==> config.mk <==
export PLATFORM = sky130hd
export DESIGN_NAME = operand_scoreboard
export DESIGN_NICKNAME = d
export VERILOG_FILES = /design/src/rtl/operand_scoreboard.sv
export SDC_FILE = /design/constraint.sdc
export NUM_CORES = 1
export LEC_CHECK = 0
export ABC_AREA = 1
export CORE_AREA = 2 2 193 195
export CTS_CLUSTER_SIZE = 30
export DETAILED_ROUTE_END_ITERATION = 8
export DIE_AREA = 0 0 195 197
export DONT_BUFFER_PORTS = 1
export MAX_ROUTING_LAYER = met4
export PLACE_DENSITY = 0.55
export SYNTH_ARGS = -nofsm -noshare
export SYNTH_HDL_FRONTEND = slang
export SYNTH_SLANG_ARGS = --single-unit
==> constraint.sdc <==
create_clock -name clk -period 3.1 [get_ports clk]
set_input_delay 0.62 -clock clk [delete_from_list [all_inputs] [get_ports clk]]
set_output_delay 0.62 -clock clk [all_outputs]
set_load 0.005 [all_outputs]
==> src/rtl/operand_scoreboard.sv <==
// -----------------------------------------------------------------------------
// operand_scoreboard
//
// Operand-fetch and hazard unit for the decode stage. Each architectural
// register has a pending-write (busy) bit and a countdown of the cycles left
// until its producer's result shows up on a forwarding port. Each source
// operand is resolved from the youngest matching forwarding port, or else
// from the register file. Decode stalls only when the needed value cannot be
// supplied this cycle.
//
// Optional feature: define SCOREBOARD_WAW_EN to hold an instruction that
// would write a busy register sooner than the in-flight producer. This stops
// an older slow write from landing after a younger fast one. When the macro
// is undefined, a new issue simply overwrites the scoreboard entry.
//
// Ports:
//   clk, resetn          rising-edge clock, asynchronous active-low reset
//   iss_valid            decode holds a valid instruction
//   iss_ra1/iss_ra2      source register addresses
//   iss_use1/iss_use2    source actually read
//   iss_wa/iss_wen       destination register / write enable
//   iss_lat              result latency beyond one cycle
//   flush                kill the instruction in decode
//   rd1/rd2              register-file read data
//   fwd_en/fwd_wa/       forwarding ports (port 0 = youngest stage)
//   fwd_data
//   wb_valid/wb_wa       writeback commit
//   srca/srcb            resolved operands
//   stall                hold fetch/decode, bubble downstream
//   issued               instruction leaves decode this cycle
// -----------------------------------------------------------------------------
module operand_scoreboard #(
    parameter int NREG = 32,
    parameter int AW   = 5,
    parameter int XLEN = 64,
    parameter int NFWD = 3,
    parameter int LW   = 3
) (
    input  logic                 clk,
    input  logic                 resetn,
    input  logic                 iss_valid,
    input  logic [AW-1:0]        iss_ra1,
    input  logic [AW-1:0]        iss_ra2,
    input  logic                 iss_use1,
    input  logic                 iss_use2,
    input  logic [AW-1:0]        iss_wa,
    input  logic                 iss_wen,
    input  logic [LW-1:0]        iss_lat,
    input  logic                 flush,
    input  logic [XLEN-1:0]      rd1,
    input  logic [XLEN-1:0]      rd2,
    input  logic [NFWD-1:0]      fwd_en,
    input  logic [NFWD*AW-1:0]   fwd_wa,
    input  logic [NFWD*XLEN-1:0] fwd_data,
    input  logic                 wb_valid,
    input  logic [AW-1:0]        wb_wa,
    output logic [XLEN-1:0]      srca,
    output logic [XLEN-1:0]      srcb,
    output logic                 stall,
    output logic                 issued
);

    // Flattened view of the per-register scoreboard state.
    logic [NREG-1:0] busy_vec;
    logic [LW-1:0]   cnt_arr [NREG];

    // Per-port address match for each source. Register 0 never matches, so
    // a forwarded write to x0 can never leak into an operand.
    logic [NFWD-1:0] hit1_vec;
    logic [NFWD-1:0] hit2_vec;

    genvar gi;
    generate
        for (gi = 0; gi < NFWD; gi++) begin : g_match
            assign hit1_vec[gi] = fwd_en[gi] && (iss_ra1 != '0) &&
                                  (fwd_wa[gi*AW +: AW] == iss_ra1);
            assign hit2_vec[gi] = fwd_en[gi] && (iss_ra2 != '0) &&
                                  (fwd_wa[gi*AW +: AW] == iss_ra2);
        end
    endgenerate

    // Priority select: walk from the oldest port down so the youngest
    // (lowest-index) matching port is the last one written.
    logic            fwd1_hit;
    logic            fwd2_hit;
    logic [XLEN-1:0] fwd1_data;
    logic [XLEN-1:0] fwd2_data;

    always_comb begin
        fwd1_hit  = 1'b0;
        fwd2_hit  = 1'b0;
        fwd1_data = '0;
        fwd2_data = '0;
        for (int p = NFWD - 1; p >= 0; p--) begin
            if (hit1_vec[p]) begin
                fwd1_hit  = 1'b1;
                fwd1_data = fwd_data[p*XLEN +: XLEN];
            end
            if (hit2_vec[p]) begin
                fwd2_hit  = 1'b1;
                fwd2_data = fwd_data[p*XLEN +: XLEN];
            end
        end
    end

    // Operand resolution.
    always_comb begin
        srca = rd1;
        srcb = rd2;
        if (iss_ra1 == '0) begin
            srca = '0;
        end else if (fwd1_hit) begin
            srca = fwd1_data;
        end
        if (iss_ra2 == '0) begin
            srcb = '0;
        end else if (fwd2_hit) begin
            srcb = fwd2_data;
        end
    end

    // A source is blocked while its producer is still counting down, or
    // once the count has expired but no forwarding port carries the value
    // (the result is between the last forwarding stage and writeback).
    logic blocked1;
    logic blocked2;
    logic waw;

    assign blocked1 = iss_use1 && (iss_ra1 != '0) && busy_vec[iss_ra1] &&
                      ((cnt_arr[iss_ra1] != '0) || !fwd1_hit);
    assign blocked2 = iss_use2 && (iss_ra2 != '0) && busy_vec[iss_ra2] &&
                      ((cnt_arr[iss_ra2] != '0) || !fwd2_hit);

`ifdef SCOREBOARD_WAW_EN
    // Hold a write that would complete before the older in-flight write to
    // the same register; the older one would otherwise overwrite it.
    assign waw = iss_wen && (iss_wa != '0) && busy_vec[iss_wa] &&
                 (cnt_arr[iss_wa] > iss_lat);
`else
    assign waw = 1'b0;
`endif

    assign stall  = iss_valid && !flush && (blocked1 || blocked2 || waw);
    assign issued = iss_valid && !flush && !stall;

    // Per-register scoreboard entries. Register 0 is tied to not-busy.
    generate
        for (gi = 0; gi < NREG; gi++) begin : g_reg
            if (gi == 0) begin : g_zero
                assign busy_vec[gi] = 1'b0;
                assign cnt_arr[gi]  = '0;
            end else begin : g_entry
                logic          busy_reg;
                logic          busy_next;
                logic [LW-1:0] cnt_reg;
                logic [LW-1:0] cnt_next;
                logic          set_w;
                logic          clr_w;

                assign set_w = issued && iss_wen && (iss_wa == AW'(gi));
                assign clr_w = wb_valid && (wb_wa == AW'(gi));

                always_comb begin
                    busy_next = busy_reg;
                    cnt_next  = cnt_reg;
                    if (busy_reg && (cnt_reg != '0)) begin
                        cnt_next = cnt_reg - LW'(1);
                    end
                    if (clr_w) begin
                        busy_next = 1'b0;
                    end
                    // A new producer issued in the same cycle as the old
                    // writeback owns the register from now on.
                    if (set_w) begin
                        busy_next = 1'b1;
                        cnt_next  = iss_lat;
                    end
                end

                always_ff @(posedge clk or negedge resetn) begin
                    if (!resetn) begin
                        busy_reg <= 1'b0;
                        cnt_reg  <= '0;
                    end else begin
                        busy_reg <= busy_next;
                        cnt_reg  <= cnt_next;
                    end
                end

                assign busy_vec[gi] = busy_reg;
                assign cnt_arr[gi]  = cnt_reg;
            end
        end
    endgenerate

endmodule
# ---- Word-level counts from Yosys, hierarchy flattened
# Cells that the tools add are included.
dict set report word_totals {
  word_cells 538
  regBits 124
  in_bits 369
  output_inout_bits 130
}
dict set report classes {
  n_lt_le_gt_ge 4
  n_mux 150
  n_addsub 31
  bitwise 2
  eq_ne 68
  reduce_logical 221
}
# operator n
set ops {}
lappend ops {{$mux 64} 10}
lappend ops {{$mux 3} 66}
lappend ops {{$eq 5x5->1 const B} 32}
lappend ops {{$reduce_bool 2->1} 62}
lappend ops {{$logic_and 1x1->1} 115}
lappend ops {{$reduce_bool 3->1} 33}
lappend ops {{$sub 3x1->3 const B} 31}
lappend ops {{$eq 5x4->1 const B} 16}
lappend ops {{$mux 1} 70}
lappend ops {{$eq 5x3->1 const B} 8}
lappend ops {{$bmux 3 s5} 2}
lappend ops {{$eq 5x5->1} 6}
lappend ops {{$eq 5x2->1 const B} 4}
lappend ops {{$ge 6x6->1 const B} 2}
lappend ops {{$lt 5x6->1 const B} 2}
lappend ops {{$not 5->6} 2}
lappend ops {{$bmux 1 s5} 2}
lappend ops {{$eq 5x1->1 const B} 2}
lappend ops {{$logic_not 5->1} 2}
lappend ops {{$reduce_bool 5->1} 2}
lappend ops {{$logic_not 1->1} 4}
lappend ops {{$logic_or 1x1->1} 3}

# ---- Longest topological paths before layout
dict set report depth {
  depth_word 16
  mapped_depth 23
  ltp_nobuf 21
}

# ---- Least setup slack after synthesis
# No wires, ideal clock.
dict set report synth_timing {
  path_kind {input port to output port}
  startpoint {in iss_ra1[0]}
  endpoint {out srca[23]}
  t_required_ns 2.480
  path_slack_ns 0.214
  path_buffers 3
  cell_stages 12
  arrival_time_ns 2.266
  cell_sequence {buf_4 nor2_2 inv_2 nor2_1 nor2_1 nand2_1 clkbuf_1 clkbuf_1 nand2_1 o221ai_1 o21ai_0 a21oi_1}
}
dict set report synth_between {
  elab_chain_cells 8
  elab_cells_between_ends 19
  cone_classes {eq/ne: 3; mux: 8; reduce/logical: 8}
}
# element line
set synth_lines {}
lappend synth_lines {{start, declared} 42} ;# input logic [AW-1:0] iss_ra1,
lappend synth_lines {{$reduce_bool 5->1} 75} ;# assign hit1_vec[gi] = fwd_en[gi] && (iss_ra1 != '0) &&
lappend synth_lines {{$logic_and 1x1->1 (2 in a row)} 75}
lappend synth_lines {{$mux 64 / $mux 1 (equally long branches) (3 in a row)} 95} ;# if (hit1_vec[p]) begin
lappend synth_lines {{$mux 64} 112} ;# end else if (fwd1_hit) begin
lappend synth_lines {{$mux 64 *} 110} ;# if (iss_ra1 == '0) begin
lappend synth_lines {{end, declared} 57} ;# output logic [XLEN-1:0] srca,
# Mark *: on every way between the ends. The rest lies on a longest branch, timed or not.

# ---- Worst setup path in the final report
dict set report layout_timing {
  startpoint {in iss_ra2[1]}
  endpoint {out srcb[11]}
}
dict set report layout_between {
  elab_chain_cells 8
  elab_cells_between_ends 19
  cone_classes {eq/ne: 3; mux: 8; reduce/logical: 8}
}
# element line
set layout_lines {}
lappend layout_lines {{start, declared} 43} ;# input logic [AW-1:0] iss_ra2,
lappend layout_lines {{$reduce_bool 5->1} 77} ;# assign hit2_vec[gi] = fwd_en[gi] && (iss_ra2 != '0) &&
lappend layout_lines {{$logic_and 1x1->1 (2 in a row)} 77}
lappend layout_lines {{$mux 64 / $mux 1 (equally long branches) (3 in a row)} 99} ;# if (hit2_vec[p]) begin
lappend layout_lines {{$mux 64} 117} ;# end else if (fwd2_hit) begin
lappend layout_lines {{$mux 64 *} 115} ;# if (iss_ra2 == '0) begin
lappend layout_lines {{end, declared} 58} ;# output logic [XLEN-1:0] srcb,
# Marks and branches as above.

==> metrics.yaml <==
outcome: "finished, violations left"
failing_checks: "hold timing, setup timing"
vdd_ir_drop_max_v: 0.000345
r2r_setup_slack_ns: 0.50
grt_pass1_wl_um: 125000
seq_power_share: 0.294
wirelength_met1_um: 35500
switching_power_mw: 4.35
intPower_mw: 5.15
die-width_um: 195
syn_avg_cell_area_um2: 6.16
mostFrequentLayoutCell: "sky130_fd_sc_hd__nand2_1"
grt.overflow.total: 0
clkSlewWorstSetupHoldPaths_ns: 0.07
cp_cell_sequence: "nor2_2 > nand3_1 > nor2_1 > nor2_1 > nand2_4 > buf_12 > nand4_1 > o211ai_1 > o21ai_0 > a21oi_1 > buf_4 > buf_4"
net_count_final: 3017
critical-path-slowest-cell: "sky130_fd_sc_hd__buf_12"
totalWireLength_um: 89900
die_h_um: 197
cts_made_buffers: 17
start_util: 0.416
final.hold.worst_slack_ns: -0.135
netlist_top_cells_area: "sky130_fd_sc_hd__dfrtp_1 (21%), sky130_fd_sc_hd__nand2_1 (15%), sky130_fd_sc_hd__nand3_1 (9.7%)"
ff2ff_path_depth: 18
synth_largest_area_cell: "sky130_fd_sc_hd__dfrtp_1"
yosysSeqAreaShare: 0.206
placed_area_um2: 17500
drtAntennaViolNets: 0
synth-edff-count: 0
standard_cell_core_area_um2: 36300
post-route-period-util: 1.01
synth_to_final_area_change_pct: 23.3
ys.flop_type: "sky130_fd_sc_hd__dfrtp_1"
required_ns: 2.48
cts_tree: "built"
number_of_synthesized_register_bits: 124
post_drt_wl_per_cell_um: 29.1
critical_path_class: "in2out"
post-synth-top-area-fraction: 0.206
netlist_area_um2: 15100
pin_count_of_the_biggest_net_entering_global_routing: 125
ratio_of_cells_with_drive_above_1_in_the_final_layout: 0.186
clock_skew_ns: 0.0133
vias_in_the_first_global_route: 17600
mappedNetlistNets: 2882
timing.rr.start: "g_reg[22].g_entry.cnt_reg[1]"
number_of_antenna_violations_at_the_first_check_in_global_routing: 17
leak_nw: 9.32
critPathLaunchType: "primary input"
power-per-cell-area_nw_per_um2: 510
vias_per_cell: 6.32
kind_of_cell_adding_the_most_delay_to_the_critical_path: "simple AND/OR/NAND/NOR gates"
io_pins: 499
drt_iter0_markers: 2536
clock_path_buffers: 2
fin_tns_setup_ns: -0.0566
timing.critical_path.buf_inv: 3
route.detailed.drc: 0
layout.cells.most_common_list: "sky130_fd_sc_hd__nand2_1 (610), sky130_fd_sc_hd__nand3_1 (289), sky130_fd_sc_hd__buf_4 (245)"
power.share.combinational: 0.492
worst-path-max-fanout: 66
power.clock.fraction: 0.214
cap_violations: 0
fin_area_um2: 18600
core.rowCount: 70
setup_viol_count_final: 5
critical_path_arrival_ns: 2.51
clock_latency_late_sink_ns: 0.44
cts_num_sinks: 124
placement.io_buffers: 0
clock_tree.root_cell: "sky130_fd_sc_hd__clkbuf_16"
unrepaired_setup_endpoints_after_global_routing: "true"
largest_register_ffs: 93
worstHoldPathType: "in2async"
floorplan.die_area_um2: 38400
maxClockFrequency_mhz: 319
slew_viol_final: 0
layout.filler_cells: 3796
clock_tree.htree_level_count: 4
groute.usage.overall: 0.459
vias: 19500
final_hold_viol_count: 124
swShare: 0.458
top_signal_layer_used: "met4"
wl_met2_um: 35800
max_stage_delay_ns: 0.29
slew-limit-headroom: 0.351
fin_ws_ns: -0.0314
worst_slew_pin_slew_ns: 0.973
detailedPlacementHpwl_um: 69800
ys.warnings.count: 0
synthDistinctLibCells: 36
async_set_or_reset_register_ratio_after_synthesis: 1.00
min_period_ns: 3.13
gp_congestion: 1.07
worst_r2r_endpoint: "g_reg[19].g_entry.cnt_reg[0]"
synthCells: 2451
firstDrtPassIters: 8
critPathCaptureType: "primary output"
met3WireLength_um: 14900
## synthesized netlist by cell type, drive strengths merged, types with 2 or more instances
cell type  number
o21ai         280
ha             62
xnor2           6
mux2i          37
buf            53
nor2          114
a21oi         156
a31oi           5
nand2         617
nor3           10
o22ai          67
o221ai         28
dfrtp         124
nand3         324
inv           241
nand4          73
clkbuf        125
xor2           33
or2            62
o2111ai         2
o211ai         29
## through the flow
stage | setup slack (ns) | utilization | total power, mW | hold slack [ns] | cells
2_1_floorplan | 0.214 | - | 5.51 | 0.324 | 2451
3_3_place_gp | -0.201 | 0.482 | 7.09 | 0.327 | 3019
3_5_place_dp | -0.164 | 0.482 | 7.23 | 0.326 | 3019
4_1_cts | -0.00158 | 0.501 | 9.29 | -0.138 | 3053
5_1_grt | -0.123 | 0.513 | 10.2 | -0.143 | 3083
6_report | -0.0314 | 0.513 | 9.50 | -0.135 | 3086
## worst max-delay path by stage
stage	end	startpoint	slack (ns)	depth (start not counted)
after CTS	srca[33]	iss_ra1[3]	-0.002	13
after detailed placement	srca[33]	iss_ra1[3]	-0.16	14
after global placement	srca[33]	iss_ra1[3]	-0.20	14
after floorplan	srca[23]	iss_ra1[0]	0.21	12
final	srcb[11]	iss_ra2[1]	-0.03	12
after global routing	srcb[11]	iss_ra2[1]	-0.12	12
## worst reg2reg max path, cell delays in order (launching register included)
cell and delay, ns:
sky130_fd_sc_hd__dfrtp_1 0.41, sky130_fd_sc_hd__nor2_2 0.25, sky130_fd_sc_hd__nand2_1 0.08, sky130_fd_sc_hd__nand3_1 0.09, sky130_fd_sc_hd__nand3_1 0.13, sky130_fd_sc_hd__nand2_1 0.10
sky130_fd_sc_hd__nand3_1 0.07, sky130_fd_sc_hd__nand2_1 0.07, sky130_fd_sc_hd__nand2_1 0.04, sky130_fd_sc_hd__nand2_1 0.05, sky130_fd_sc_hd__nand2_1 0.08, sky130_fd_sc_hd__nand3_1 0.08
sky130_fd_sc_hd__buf_4 0.16, sky130_fd_sc_hd__nand2_2 0.10, sky130_fd_sc_hd__nor2_8 0.15, sky130_fd_sc_hd__buf_12 0.24, sky130_fd_sc_hd__nand3_4 0.19, sky130_fd_sc_hd__nand2_1 0.10
sky130_fd_sc_hd__o21ai_1 0.06
## logic make-up (layout without fill, tap and decap cells)
| group | count (synthesis) | after routing | synth area share |
|---|---|---|---|
| AOI/OAI and AO/OA | 568 | 568 | 0.207 |
| xor gates and xnor gates | 39 | 39 | 0.0226 |
| adders and majority gates | 62 | 62 | 0.0514 |
| buffers and inverters | 419 | 567 | 0.113 |
| DFF | 124 | 124 | 0.206 |
| muxes | 37 | 37 | 0.0245 |
| other | 0 | 19 | 0 |
| and+or+nand+nor | 1202 | 1202 | 0.376 |
## metal layers
metal,up-vias,GRT usage
li1,8621,-
met3,246,0.208
met2,1470,0.629
met5,-,-
met4,0,0.154
met1,9161,0.593
## timing repair
item,CTS,global route
buffers inserted,0,7
hold endpoints to repair,124,124
pin swaps,1,14
setup endpoints to repair,7,59
resized for setup,12,47
gates cloned,2,7
## power by group through the flow
stage               clock network, mW  logic, mW  registers, mW
floorplan                           0       2.87           2.65
global placement                    0       4.31           2.79
detailed placement                  0       4.44           2.79
CTS                              2.03       4.48           2.77
global route                     2.09       5.23           2.86
finish                           2.03       4.68           2.79
## final cells by class
cell class              instances  area (um2)  area share
well taps                     468         586      0.0315
clock inverters                15         146     0.00786
clock buffers                  17         425      0.0229
flip-flops and latches        124        3100       0.167
inverters                     241         915      0.0491
diodes                         19        47.5     0.00255
repair buffers                294        2840       0.153
multi-input cells            1908       10600       0.567
No activity file was read; power rests on OpenSTA's default activity.
